$ cat config.mk
export PLATFORM = sky130hd
export DESIGN_NAME = mux_4x1_rr_arbiter
export DESIGN_NICKNAME = d
export VERILOG_FILES = /design/src/rtl/mux_4x1_rr_arbiter.sv
export SDC_FILE = /design/constraint.sdc
export NUM_CORES = 1
export LEC_CHECK = 0
export ABC_AREA = 1
export BUFFER_PORTS_ARGS = -buffer_cell sky130_fd_sc_hd__buf_2
export CAP_MARGIN = 20
export CELL_PAD_IN_SITES_DETAIL_PLACEMENT = 0
export CELL_PAD_IN_SITES_GLOBAL_PLACEMENT = 1
export CORE_ASPECT_RATIO = 1.75
export CORE_MARGIN = 4
export CORE_UTILIZATION = 30
export CTS_CLUSTER_SIZE = 25
export DETAILED_ROUTE_END_ITERATION = 8
export PLACE_DENSITY_LB_ADDON = 0.1
export SETUP_SLACK_MARGIN = 0.15
export SLEW_MARGIN = 15
export SYNTH_ARGS = -nofsm -noshare
export SYNTH_HDL_FRONTEND = slang
export SYNTH_SLANG_ARGS = --single-unit
$ cat constraint.sdc
create_clock -name clk -period 3.7 [get_ports clk]
set_clock_uncertainty 0.1 [all_clocks]
set_input_delay 0.37 -clock clk [delete_from_list [all_inputs] [get_ports clk]]
set_output_delay 0.37 -clock clk [all_outputs]
set_load 0.005 [all_outputs]
$ cat src/rtl/mux_4x1_rr_arbiter.sv
// Round-robin owner of the shared 4:1 mux: picks a requester, drives sel, forwards its word.
// Latency: req to grant 1 cycle; grant to transfer 0 cycles when out_ready is high.
// Backpressure: out_valid & !out_ready freezes grant/sel/ptr; optional burst lock via MUX_ARB_LOCK_EN.
module mux_4x1_rr_arbiter #(
    parameter int WIDTH    = 8,
    parameter int MAX_HOLD = 4
) (
    input  logic                 clk,
    input  logic                 rst_n,
    input  logic [3:0]           req,
    input  logic [3:0]           lock,
    input  logic [4*WIDTH-1:0]   data_in,
    input  logic                 out_ready,
    output logic [3:0]           grant,
    output logic [1:0]           sel,
    output logic                 out_valid,
    output logic [WIDTH-1:0]     out_data,
    output logic                 busy
);

    typedef enum logic {IDLE, GRANT} state_t;

    state_t      state_q, state_d;
    logic [3:0]  grant_q, grant_d;
    logic [1:0]  sel_q, sel_d;
    logic [1:0]  ptr_q, ptr_d;
    logic        xfer;
    logic        hold;
    logic        found;

`ifdef MUX_ARB_LOCK_EN
    localparam int CNT_W = (MAX_HOLD > 1) ? $clog2(MAX_HOLD) : 1;
    localparam logic [CNT_W-1:0] HOLD_LAST = CNT_W'(MAX_HOLD - 1);

    logic [CNT_W-1:0] cnt_q, cnt_d;

    assign hold = lock[sel_q] & req[sel_q] & (cnt_q < HOLD_LAST);
`else
    logic unused_lock;

    assign unused_lock = ^lock;
    assign hold        = 1'b0;
`endif

    assign busy      = (state_q == GRANT);
    assign out_valid = busy & req[sel_q];
    assign xfer      = out_valid & out_ready;
    assign grant     = grant_q;
    assign sel       = sel_q;
    assign out_data  = data_in[sel_q*WIDTH +: WIDTH];

    always_comb begin
        logic [1:0] idx;
        state_d = state_q;
        grant_d = grant_q;
        sel_d   = sel_q;
        ptr_d   = ptr_q;
        found   = 1'b0;
        idx     = 2'd0;
`ifdef MUX_ARB_LOCK_EN
        cnt_d   = cnt_q;
`endif
        case (state_q)
            IDLE: begin
`ifdef MUX_ARB_LOCK_EN
                cnt_d = '0;
`endif
                // Search starts at ptr so the last-served requester goes to the back
                for (int k = 0; k < 4; k++) begin
                    idx = ptr_q + 2'(k);
                    if (!found && req[idx]) begin
                        found   = 1'b1;
                        sel_d   = idx;
                        grant_d = 4'b0001 << idx;
                        state_d = GRANT;
                    end
                end
            end
            GRANT: begin
                if (xfer) begin
                    if (hold) begin
`ifdef MUX_ARB_LOCK_EN
                        cnt_d = cnt_q + 1'b1;
`endif
                    end else begin
                        ptr_d   = sel_q + 2'd1;
                        grant_d = 4'b0000;
                        state_d = IDLE;
`ifdef MUX_ARB_LOCK_EN
                        cnt_d   = '0;
`endif
                    end
                end else if (!req[sel_q]) begin
                    // Requester withdrew: give up the slot without advancing ptr
                    grant_d = 4'b0000;
                    state_d = IDLE;
`ifdef MUX_ARB_LOCK_EN
                    cnt_d   = '0;
`endif
                end
            end
            default: begin
                state_d = IDLE;
                grant_d = 4'b0000;
            end
        endcase
    end

    always_ff @(posedge clk or negedge rst_n) begin
        if (!rst_n) begin
            state_q <= IDLE;
            grant_q <= 4'b0000;
            sel_q   <= 2'd0;
            ptr_q   <= 2'd0;
        end else begin
            state_q <= state_d;
            grant_q <= grant_d;
            sel_q   <= sel_d;
            ptr_q   <= ptr_d;
        end
    end

`ifdef MUX_ARB_LOCK_EN
    always_ff @(posedge clk or negedge rst_n) begin
        if (!rst_n) begin
            cnt_q <= '0;
        end else begin
            cnt_q <= cnt_d;
        end
    end
`endif

endmodule

==> flow_summary.toml <==
[sta]
period_minus_slack_ns = 2.42
max_freq_mhz = 414
worst_pin_slew_ns = 0.648
hold_viol = 0
setup_viol = 0
min_period_over_period = 0.653
rsz0062_at_grt = "no"
tns_ns = 0
final_max_slew_viol_count = 0
max-slew-margin-rel = 0.568

[power_and_ir_drop]
p_per_area_nw_per_um2 = 832
ir_worst_vdd_v = 0.000316
p_leak_nw = 0.728

[min_path]
hold_class = "primary input to flip-flop"
hold_start = "out_ready"
holdPathEnd = "busy"
worstHoldPathCells = 4

[drt]
drtPass1Iterations = 4
drtIter0Drc = 19
wl_um = 2920
avgViaCountPerCell = 4.64
wl_per_cell_um = 11.4
drc = 0
ant_nets = 0
vias = 1192

[global_route]
grt_start_max_net_pins = 23
grt_overflow = 0
antenna_found_initial = 0
grt_pass1_vias = 1179
grt_pass1_wl_um = 4910
grt_use_total = 0.144

[synthesis]
ys.warnings.count = 0
synth-seq-cells = 9
avgSynthCellArea_um2 = 6.18
syn_inst = 161
syn_nets = 204
ys_types = 24
seq_area_frac_synth = 0.226
syn_area_um2 = 995

[clock_tree]
tritoncts = "built"
cts_buffer_depth = 2
clkLatencyLatePin_ns = 0.23
cts.sink_count = 9
postCtsSetupBuffers = 0
cts_buffers = 3
ctsResizeCount = 0
cts-root-buf = "clkbuf_8"
ctsHtreeMaxLevel = 1
hold_buffers = 1
clk_pin_slew_ns = 0.04

[worst_setup_path]
worstSetupPathType = "flip-flop to primary output"
path_buf_inv = 2
worstPathMaxFanout = 22
arrival_ns = 1.95
startpoint_type = "flip-flop"
crit_top_cell = "a21oi_1"
rrSetupSlack_ns = 1.51
crit_slowest_cell = "dfrtp_1"
cp_top_family = "flip-flops"
endpoint_kind = "primary output"
max_stage_delay_ns = 0.75
crit_chain = "inv_2 -> a21oi_1 -> o21ai_0 -> a21oi_1 -> buf_2"
r2r_cells = 8
rr_endpoint = "grant[3]"
worstReg2RegStart = "sel[0]"
required_ns = 3.23

[floorplanning]
core-area_um2 = 3180
start_util = 0.313
die_w_um = 51.5
die_y_um = 84.2
ioPinCount = 59
fp-row-count = 27
die_area_um2 = 4340

[place]
portBuffers = 54
placed_cells = 252
place_congestion = 0.772
dpl.hpwl_um = 2440

[layout]
final_cell_count_no_fill = 257
fin_nets = 258
drive_gt1_frac = 0.421
syn_to_final_growth_pct = 34.2
antennaDiodeCount = 0
fillerInstances = 360
post-route-util = 0.420

[flow_run]
cap_violations = 0

[outcome]
status = "completed"
-- cells in the mapped netlist, drive strengths merged --
master | instances | share of area
clkbuf | 3 | 0.011
dfrtp | 9 | 0.23
o22ai | 8 | 0.050
a21oi | 5 | 0.029
inv | 12 | 0.048
nand3b | 1 | 0.0075
nand2 | 66 | 0.31
buf | 3 | 0.028
o21ai | 21 | 0.11
nor2 | 18 | 0.078
nand4 | 3 | 0.025
xnor2 | 1 | 0.0088
nand3 | 11 | 0.070
-- worst min-delay path, stage by stage --
cell and delay [ns]:
buf_2 0.08, inv_1 0.03, nand2_1 0.08, nand2_1 0.06
-- layout by cell type, fill, tap and decap left out, types with 2 or more instances in the layout --
master,count
buf_2,54
nand2_1,45
o21ai_0,20
nand2_2,19
nor2_1,16
dfrtp_1,9
o22ai_1,8
nand3_1,8
inv_1,7
inv_2,4
a21oi_1,4
nand3_2,3
clkbuf_8,3
nand2_4,2
nand4_1,2
-- power by group --
| part | internal, mW | switching (mW) | total (mW) | leakage (nW) |
|---|---|---|---|---|
| Sequential | 0.139 | 0.101 | 0.240 | 0.114 |
| Combinational | 0.295 | 0.464 | 0.759 | 0.591 |
| Clock | 0.0749 | 0.0370 | 0.112 | 0.0228 |
-- state kept, by name (all words and copies together) (netlist names) --
register	cells
sel	2
ptr_q	2
grant	4
busy	1
-- routing by layer --
layer | global-route usage | wire length (um) | up-vias
met1 | 0.148 | 1090 | 518
met5 | 0 | 0 | -
met3 | 0.0213 | 182 | 4
met2 | 0.271 | 1590 | 38
met4 | 0.0644 | 59 | 0
li1 | - | - | 632
-- final cells by class --
class | count | area [um2] | share of cell area
Sequential cell | 9 | 225 | 0.169
Multi-Input combinational cell | 134 | 683 | 0.512
Clock buffer | 4 | 45.0 | 0.0337
Inverter | 12 | 47.5 | 0.0356
Tap cell | 43 | 53.8 | 0.0403
Timing Repair Buffer | 55 | 280 | 0.210
-- how the worst max path moves through the flow --
stage	to	start	depth (start not counted)
final	out_valid	sel[0]	5
after global placement	grant[2]	sel[0]	8
after global routing	out_valid	sel[0]	5
after CTS	out_valid	sel[0]	5
after detailed placement	grant[3]	sel[0]	8
after floorplan	out_data[7]	sel[0]	4
-- cells by family after synthesis --
logic type	count (synthesis)	synth area share
simple gates	99	0.493
xor+xnor	1	0.00881
compound gates	34	0.185
flops	9	0.226
buf+inv	18	0.0868
-- through the flow --
stage,instance area (um2),hold WS [ns],power (mW),setup WS [ns]
after floorplan,995,-0.0256,0.805,2.09
after global placement,1280,0.132,0.999,1.54
after detailed placement,1280,0.140,1.01,1.47
after CTS,1340,0.351,1.13,1.24
after global routing,1340,0.371,1.25,1.06
final,1340,0.345,1.11,1.28
Note: power is estimated with default switching activity, not from simulation.
